$ cat config.mk
export PLATFORM = sky130hd
export DESIGN_NAME = div_ratio_meter
export DESIGN_NICKNAME = d
export VERILOG_FILES = /design/src/rtl/div_meter_pkg.sv /design/src/rtl/sync_ff.sv /design/src/rtl/div_ratio_meter.sv
export SDC_FILE = /design/constraint.sdc
export NUM_CORES = 1
export LEC_CHECK = 0
export ABC_AREA = 0
export ABC_CLOCK_PERIOD_IN_PS = 2300
export BUFFER_PORTS_ARGS = -buffer_cell sky130_fd_sc_hd__buf_2
export CORE_AREA = 2 2 86 88
export DETAILED_ROUTE_END_ITERATION = 10
export DIE_AREA = 0 0 88 90
export PLACE_DENSITY = 0.77
export SETUP_SLACK_MARGIN = 0.2
export SLEW_MARGIN = 30
export SYNTH_ARGS = -nofsm -noshare
export SYNTH_HDL_FRONTEND = slang
export SYNTH_SLANG_ARGS = --single-unit
$ cat constraint.sdc
create_clock -name clk -period 2.3 [get_ports clk]
set_clock_uncertainty 0.05 [all_clocks]
set_input_delay 0.345 -clock clk [delete_from_list [all_inputs] [get_ports clk]]
set_output_delay 0.345 -clock clk [all_outputs]
set_load 0.05 [all_outputs]
$ cat src/rtl/div_meter_pkg.sv
// Shared types and default sizing for the divided-clock ratio meter.
package div_meter_pkg;

   localparam int unsigned CNT_W_DEFAULT       = 16;
   localparam int unsigned SYNC_STAGES_DEFAULT = 2;

   typedef enum logic [1:0] {
      IDLE = 2'd0,
      HIGH = 2'd1,
      LOW  = 2'd2
   } meter_state_t;

endpackage

$ cat src/rtl/sync_ff.sv
// Multi-flop synchronizer for a single asynchronous bit (DEPTH >= 2).
module sync_ff
   import div_meter_pkg::*;
#(
   parameter int unsigned DEPTH = SYNC_STAGES_DEFAULT
) (
   input  logic clk,
   input  logic rst,
   input  logic d,
   output logic q
);

   logic [DEPTH-1:0] stages;

   // Shift the asynchronous input through DEPTH flops
   always_ff @(posedge clk or negedge rst) begin
      if (!rst) begin
         stages <= '0;
      end else begin
         stages <= {stages[DEPTH-2:0], d};
      end
   end

   assign q = stages[DEPTH-1];

endmodule

$ cat src/rtl/div_ratio_meter.sv
// Measures period and high time of a divided clock in clk cycles.
// Optional lock detection is compiled in with DIV_RATIO_METER_LOCK_EN.
module div_ratio_meter
   import div_meter_pkg::*;
#(
   parameter int unsigned CNT_W       = CNT_W_DEFAULT,
   parameter int unsigned SYNC_STAGES = SYNC_STAGES_DEFAULT
) (
   input  logic             clk,
   input  logic             rst,
   input  logic             div_in,
   input  logic             clr,
   output logic [CNT_W-1:0] ratio,
   output logic [CNT_W-1:0] high_cnt,
   output logic             valid,
   output logic             overflow,
   output logic             locked
);

   meter_state_t     state;
   logic             div_sync;
   logic             div_d;
   logic             rise;
   logic             fall;
   logic [CNT_W-1:0] period_cnt;
   logic [CNT_W-1:0] high_run;
   logic [CNT_W-1:0] high_lat;
   logic             period_full;

   sync_ff #(
      .DEPTH (SYNC_STAGES)
   ) u_sync (
      .clk (clk),
      .rst (rst),
      .d   (div_in),
      .q   (div_sync)
   );

   // Edge-detect flop on the synchronized input
   always_ff @(posedge clk or negedge rst) begin
      if (!rst) begin
         div_d <= 1'b0;
      end else begin
         div_d <= div_sync;
      end
   end

   assign rise        = div_sync & ~div_d;
   assign fall        = ~div_sync & div_d;
   assign period_full = (period_cnt == '1);

   // Measurement FSM with registered results; clr outranks edges and overflow
   always_ff @(posedge clk or negedge rst) begin
      if (!rst) begin
         state      <= IDLE;
         period_cnt <= '0;
         high_run   <= '0;
         high_lat   <= '0;
         ratio      <= '0;
         high_cnt   <= '0;
         valid      <= 1'b0;
         overflow   <= 1'b0;
`ifdef DIV_RATIO_METER_LOCK_EN
         locked     <= 1'b0;
`endif
      end else if (clr) begin
         state      <= IDLE;
         period_cnt <= '0;
         high_run   <= '0;
         high_lat   <= '0;
         ratio      <= '0;
         high_cnt   <= '0;
         valid      <= 1'b0;
         overflow   <= 1'b0;
`ifdef DIV_RATIO_METER_LOCK_EN
         locked     <= 1'b0;
`endif
      end else begin
         valid <= 1'b0;
         case (state)
            IDLE: begin
               // Arm on the first rising edge; no result yet
               if (rise) begin
                  state      <= HIGH;
                  period_cnt <= CNT_W'(1);
                  high_run   <= CNT_W'(1);
               end
            end
            HIGH: begin
               // A rise here cannot follow a detected fall, so it is ignored
               if (period_full) begin
                  state      <= IDLE;
                  overflow   <= 1'b1;
                  period_cnt <= '0;
                  high_run   <= '0;
`ifdef DIV_RATIO_METER_LOCK_EN
                  locked     <= 1'b0;
`endif
               end else begin
                  period_cnt <= period_cnt + CNT_W'(1);
                  if (fall) begin
                     high_lat <= high_run;
                     state    <= LOW;
                  end else begin
                     high_run <= high_run + CNT_W'(1);
                  end
               end
            end
            LOW: begin
               if (rise) begin
                  ratio      <= period_cnt;
                  high_cnt   <= high_lat;
                  valid      <= 1'b1;
`ifdef DIV_RATIO_METER_LOCK_EN
                  // Outputs still hold the previous valid's values here
                  locked     <= (period_cnt == ratio) && (high_lat == high_cnt);
`endif
                  period_cnt <= CNT_W'(1);
                  high_run   <= CNT_W'(1);
                  state      <= HIGH;
               end else if (period_full) begin
                  state      <= IDLE;
                  overflow   <= 1'b1;
                  period_cnt <= '0;
                  high_run   <= '0;
`ifdef DIV_RATIO_METER_LOCK_EN
                  locked     <= 1'b0;
`endif
               end else begin
                  period_cnt <= period_cnt + CNT_W'(1);
               end
            end
            default: begin
               state      <= IDLE;
               period_cnt <= '0;
               high_run   <= '0;
            end
         endcase
      end
   end

`ifndef DIV_RATIO_METER_LOCK_EN
   assign locked = 1'b0;
`endif

endmodule
==> results of run 1 <==
-- placed cells by master (no fill, tap or decap), types with 4 or more instances in the layout --
cell type	count
sky130_fd_sc_hd__nand3_1	15
sky130_fd_sc_hd__dfrtp_1	87
sky130_fd_sc_hd__and3_1	4
sky130_fd_sc_hd__a21oi_1	46
sky130_fd_sc_hd__a22o_1	16
sky130_fd_sc_hd__o31ai_1	5
sky130_fd_sc_hd__nand2_1	83
sky130_fd_sc_hd__xnor2_1	9
sky130_fd_sc_hd__buf_4	26
sky130_fd_sc_hd__buf_2	36
sky130_fd_sc_hd__inv_1	9
sky130_fd_sc_hd__or3_1	7
sky130_fd_sc_hd__clkbuf_8	9
sky130_fd_sc_hd__a21oi_2	4
sky130_fd_sc_hd__a31oi_1	5
sky130_fd_sc_hd__o21ai_0	7
sky130_fd_sc_hd__nand4_1	5
sky130_fd_sc_hd__nor3_1	5
sky130_fd_sc_hd__nand2b_1	4
sky130_fd_sc_hd__or4_1	4
sky130_fd_sc_hd__xor2_1	5
sky130_fd_sc_hd__nor2_1	33
-- flip-flops by register name (all words and copies together), names as in the netlist, 2 cells and up --
name	cells
high_cnt	16
high_lat	16
high_run	16
period_cnt	16
state	2
u_sync.stages	2
ratio	16
-- power by group through the flow --
| stage | clock (mW) | combinational [mW] | sequential [mW] |
|---|---|---|---|
| 4_1_cts | 1.08 | 0.183 | 1.55 |
| 6_report | 1.06 | 0.205 | 1.55 |
| 3_5_place_dp | 0 | 0.174 | 1.58 |
| 2_1_floorplan | 0 | 0.102 | 1.58 |
| 3_3_place_gp | 0 | 0.170 | 1.58 |
| 5_1_grt | 1.15 | 0.225 | 1.55 |
-- per-layer routing --
layer / wire length [um] / vias to the layer above / track usage (%)
li1: - / 1549 / -
met1: 3995 / 1568 / 33.82
met2: 4002 / 126 / 32.95
met3: 556 / 14 / 5.418
met4: 143 / 0 / 7.436
met5: 0 / - / 0
-- critical path, stage by stage (launching register included) --
cell	delay [ns]
sky130_fd_sc_hd__dfrtp_1	0.41
sky130_fd_sc_hd__ha_2	0.20
sky130_fd_sc_hd__nand4_1	0.17
sky130_fd_sc_hd__nor4_4	0.10
sky130_fd_sc_hd__buf_4	0.15
sky130_fd_sc_hd__buf_4	0.14
sky130_fd_sc_hd__or4_4	0.44
sky130_fd_sc_hd__or3_1	0.36
sky130_fd_sc_hd__nand3_1	0.07
-- final cells by class --
cell class	count	area (sq um)	area share, %
sequential	87	2177	46.62
multi-input combinational	293	1672	35.80
timing repair buffer	68	467.9	10.02
clock buffer	9	123.9	2.653
tap	99	123.9	2.653
clock inverter	6	71.32	1.527
inverter	9	33.78	0.7235
-- timing repair --
action	in CTS	in global routing
pin swaps	1	7
endpoints found under the hold margin	20	0
endpoints found under the setup margin	23	28
gates resized for setup	3	17
hold buffers	1	0
buffers inserted	1	8
cloned	0	1
-- stage by stage --
step                      std cells  hold slack [ns]  power (mW)  worst slack [ns]
after floorplan                 412       -0.0005911       1.680            0.3205
after global placement          545           0.1993       1.751           0.06971
after detailed placement        545           0.1986       1.755         -0.009766
after CTS                       562          0.03949       2.812            0.1752
after global routing            571          0.03125       2.926           0.06531
final                           571          0.04700       2.817            0.1403
-- worst paths after layout --
path / start / slack (ns) / cells after the start / to
worst min register to register: u_sync.stages[0] / 0.31 / 0 / u_sync.stages[1]
worst max-delay path: period_cnt[1] / 0.14 / 8 / high_run[8]
max in group asynchronous: rst / 1.21 / 3 / ratio[1]
min in group asynchronous: rst / 0.36 / 2 / overflow
worst max register to register: period_cnt[1] / 0.14 / 8 / high_run[8]
worst min-delay path: div_in / 0.05 / 1 / u_sync.stages[0]
-- kinds of logic after synthesis --
family | count (synthesis)
flip-flops | 87
AND/OR/NAND/NOR | 176
AO/OA/AOI/OAI | 99
multiplexers | 1
adder cells (fa/ha/maj) | 2
buffers and inverters | 32
other | 1
XOR/XNOR | 14
==> results.yml, run 1 <==
synthesis:
  synth_adder_area_share_pct: 0.6361
  synth_commonest_cells: "sky130_fd_sc_hd__dfrtp_1, sky130_fd_sc_hd__nand2_1, sky130_fd_sc_hd__a21oi_1"
  yosys-top-cells-area: "sky130_fd_sc_hd__dfrtp_1, sky130_fd_sc_hd__nand2_1, sky130_fd_sc_hd__a21oi_1"
  synth.lib_cells_used.distinct: 45
  synth.largest_area_cell: "sky130_fd_sc_hd__dfrtp_1"
  yosysTopAreaCellShare_pct: 55.34
  yosys.area_share.xor_xnor_pct: 3.117
  synth.mux.area_fraction_pct: 0.2863
  syn-instance-count: 412
  share_of_synthesized_flip_flops_with_an_asynchronous_set_or_reset_pct: 100.0
  most_common_cell_in_the_synthesized_netlist: "sky130_fd_sc_hd__dfrtp_1"
  synth_ff_type: "sky130_fd_sc_hd__dfrtp_1"
  synthesis.area_per_instance_sq_um: 9.548
  synth_top_family_by_area: "simple AND/OR/NAND/NOR gates"
  synth_simple_gate_area_share_pct: 20.71
  netlist_area_sq_um: 3934
  yosys_warning_total: 0
  synth_compound_area_share_pct: 16.22
  synth_enable_flop_cells: 0
  synth-seq-cells: 87
  number_of_nets_produced_by_synthesis: 418
  synth_sequential_area_ratio_pct: 55.34
global_routing:
  grt_antenna_before_repair: 0
  grt_usage_pct: 22.78
  first_global_vias: 2927
  grt_max_degree: 68
  overflow_left_after_global_routing: 0
  grt_first_pass_wirelength_um: 14170
hold_path:
  worst_hold_path_type: "in2reg"
detailed_routing:
  wl_per_cell_um: 15.23
  routed_wl_um: 8698
  postRouteAntennaNets: 0
  number_of_vias_in_the_routed_layout: 3257
  drc: 0
  detail_route.vias_per_cell: 5.704
  drt_pre_antenna_iters: 4
  drt_iter0_markers: 257
place:
  placement.cell_area_sq_um: 4300
  place.gp.congestion: 0.8840
  place.detailed.hpwl_um: 5751
  port_buffers: 37
pwr:
  vdd_drop_max_uv: 292.9
  internal-power_mw: 2.113
  netSwitchingPower_mw: 0.7032
  power.leakage_nw: 2.102
  p_clk_share_pct: 37.6
  seq_power_share_pct: 55.1
  power_per_cell_area_nw_per_um2: 603.2
  pwr-share-comb_pct: 7.3
  switching_share_pct: 24.97
clock_tree:
  cts_root_buf: "sky130_fd_sc_hd__clkbuf_8"
  cts.htree.levels: 3
  tritoncts_clock_tree: "yes"
  max-clock-path-buffers: 2
  clock_latency_ns: 0.35
  clkTransAtPathRegs_ns: 0.09
  numClockSinks: 87
  cts_buffers: 9
worst_setup_path:
  cp_data_required_time_ns: 2.54
  element_type_at_the_critical_path_start: "flip-flop"
  critPathKind: "reg2reg"
  endpoint_kind: "flip-flop"
  critPathArrivalTime_ns: 2.40
  timing.critical_path.fanout_max: 4
final_layout:
  layout-drive-gt1-share_pct: 20.76
  final_core_util_pct: 66.51
  inserted_diodes: 0
  finish.net_count: 474
  fill_cells: 548
  area_growth_pct: 18.70
  stdcell_area_sq_um: 4669
die:
  die_width_um: 88
  top_level_ports: 39
  floorplan.rows: 31
  start_util_pct: 56.03
  fp.coreArea_sq_um: 7020
  fp.dieH_um: 90
  total_die_area_sq_um: 7920
sta:
  slew_headroom_pct: 63.32
  final-max-slew-violation-count: 0
  setup-violations-final: 0
  unrepaired_setup_endpoints_after_global_routing: "yes"
  achievable_freq_ghz: 0.4630
  final.setup.tns_ns: 0
  finalCritPeriodShare_pct: 93.90
  finalCriticalPeriod_ns: 2.160
  worst_pin_slew_ns: 0.5476
  final-hold-violation-count: 0
status:
  outcome: "complete, no violations"
flow_run:
  cap_violations: 0
Note: power is estimated with default switching activity, not from simulation.
==> run 2: changes to the inputs <==
- BUFFER_PORTS_ARGS: -buffer_cell sky130_fd_sc_hd__buf_2 -> -buffer_cell sky130_fd_sc_hd__buf_4
==> results.yml, run 2 (synthesized netlist as in run 1, its figures left out) <==
worst_setup_path:
  endpoint_kind: "flip-flop"
  r2r_end: "high_run[10]"
  critPathKind: "reg2reg"
  timing.rr.start: "period_cnt[1]"
  timing.critical_path.fanout_max: 6
  critPathArrivalTime_ns: 2.36
  ff2ff_path_depth: 6
  element_type_at_the_critical_path_start: "flip-flop"
  cp_data_required_time_ns: 2.55
  setup.reg_to_reg.worst_slack_ns: 0.19
hold_path:
  worstHoldEndpoint: "u_sync.stages[0]"
  min-delay-start: "div_in"
  worst_hold_path_type: "in2reg"
  min_delay_path_depth: 1
flow_run:
  cap_violations: 0
detailed_routing:
  number_of_vias_in_the_routed_layout: 3239
  drc: 0
  drt_iter0_markers: 217
  drt_pre_antenna_iters: 4
  detail_route.vias_per_cell: 5.723
  routed_wl_um: 8595
  wl_per_cell_um: 15.19
  postRouteAntennaNets: 0
final_layout:
  finish.net_count: 469
  final_core_util_pct: 67.76
  commonest_non_fill_non_tap_cell_in_the_layout: "sky130_fd_sc_hd__dfrtp_1"
  layout_common_cells: "sky130_fd_sc_hd__dfrtp_1, sky130_fd_sc_hd__nand2_1, sky130_fd_sc_hd__buf_4"
  inserted_diodes: 0
  fill_cells: 534
  layout-drive-gt1-share_pct: 20.99
  multi_input_comb_area_sq_um: 1713
  area_growth_pct: 20.93
  register_area_sq_um: 2177
sta:
  whs_ns: 0.03798
  final-max-slew-violation-count: 0
  achievable_freq_ghz: 0.4733
  unrepaired_setup_endpoints_after_global_routing: "yes"
  finalCriticalPeriod_ns: 2.113
  final-hold-violation-count: 0
  worst_pin_slew_ns: 0.5471
  final.setup.tns_ns: 0
  finalCritPeriodShare_pct: 91.87
  slew_headroom_pct: 63.53
  setup-violations-final: 0
die:
  floorplan.rows: 31
  top_level_ports: 39
  fp.dieH_um: 90
  fp.coreArea_sq_um: 7020
  die_width_um: 88
  start_util_pct: 56.03
  total_die_area_sq_um: 7920
global_routing:
  grt_max_degree: 47
  overflow_left_after_global_routing: 0
  grt_usage_pct: 23.50
  grt_antenna_before_repair: 0
  grt_first_pass_wirelength_um: 14660
  first_global_vias: 3077
clock_tree:
  cts_root_buf: "sky130_fd_sc_hd__clkbuf_8"
  numClockSinks: 87
  tritoncts_clock_tree: "yes"
  max-clock-path-buffers: 2
  clkTransAtPathRegs_ns: 0.09
  cts.htree.levels: 3
  clock_latency_ns: 0.36
  cts_buffers: 9
status:
  outcome: "complete, no violations"
place:
  port_buffers: 37
  place.detailed.hpwl_um: 5787
  place.gp.congestion: 0.8635
pwr:
  power.leakage_nw: 2.074
  vdd_drop_max_uv: 408.2
  power_per_cell_area_nw_per_um2: 592.5
==> run 2: changes by cell type in the layout (fill, tap and decap cells not counted), moves of 2 or more <==
cell                       before  now
sky130_fd_sc_hd__buf_2         36    0
sky130_fd_sc_hd__or3_4          0    2
sky130_fd_sc_hd__or3_1          7    5
sky130_fd_sc_hd__o31ai_4        0    2
sky130_fd_sc_hd__o31ai_1        5    3
sky130_fd_sc_hd__clkinv_4       2    0
sky130_fd_sc_hd__buf_4         26   57
==> run 2: metal layers <==
| metal | vias to the layer above | global-route usage, % | wire length, um |
|---|---|---|---|
| met5 | - | 0 | 0 |
| met4 | 0 | 9.872 | 161 |
| met3 | 13 | 4.408 | 486 |
| li1 | 1541 | - | - |
| met2 | 109 | 33.27 | 3922 |
| met1 | 1576 | 35.36 | 4024 |
==> run 2: cell type report <==
| class | count | share of cell area, % |
|---|---|---|
| Clock buffer | 9 | 2.604 |
| Clock inverter | 6 | 1.473 |
| Inverter | 9 | 0.7102 |
| Multi-Input combinational cell | 293 | 36.01 |
| Sequential cell | 87 | 45.77 |
| Tap cell | 99 | 2.604 |
| Timing Repair Buffer | 63 | 10.84 |
==> run 2: power breakdown <==
group	total, mW	leakage [nW]	switching [mW]	internal [mW]
registers	1.55	1.21	0.0131	1.54
clock network	1.06	0.0883	0.560	0.503
logic	0.204	0.780	0.134	0.0696
==> run 2: repair_timing <==
item / in CTS / in global routing
setup endpoints to repair: 23 / 28
endpoints found under the hold margin: 41 / 0
buffers inserted: 1 / 5
hold buffers: 1 / 0
gates resized for setup: 3 / 25
pin swaps: 1 / 13
==> run 2: how the worst max path moves through the flow <==
stage / start / to / slack, ns
floorplan: period_cnt[0] / high_lat[10] / 0.32
global placement: period_cnt[3] / high_run[15] / 0.08
detailed placement: period_cnt[3] / high_run[9] / 0.01
CTS: period_cnt[3] / high_run[9] / 0.19
global route: period_cnt[1] / high_run[7] / 0.09
finish: period_cnt[1] / high_run[10] / 0.19
==> run 2: critical path, stage by stage (launching register included) <==
cell and delay (ns):
sky130_fd_sc_hd__dfrtp_1 0.37, sky130_fd_sc_hd__ha_2 0.19, sky130_fd_sc_hd__nand4_1 0.19, sky130_fd_sc_hd__nor4_4 0.46
sky130_fd_sc_hd__a21oi_4 0.15, sky130_fd_sc_hd__or4_4 0.50, sky130_fd_sc_hd__a21oi_2 0.14
==> run 2: per-stage QoR <==
step | cells | setup WS (ns) | area, sq um | power [mW]
after floorplan | 412 | 0.3205 | 3934 | 1.680
after global placement | 544 | 0.08327 | 4383 | 1.750
after detailed placement | 544 | 0.009977 | 4383 | 1.755
after CTS | 561 | 0.1930 | 4622 | 2.823
after global routing | 566 | 0.09359 | 4757 | 2.933
final | 566 | 0.1871 | 4757 | 2.818
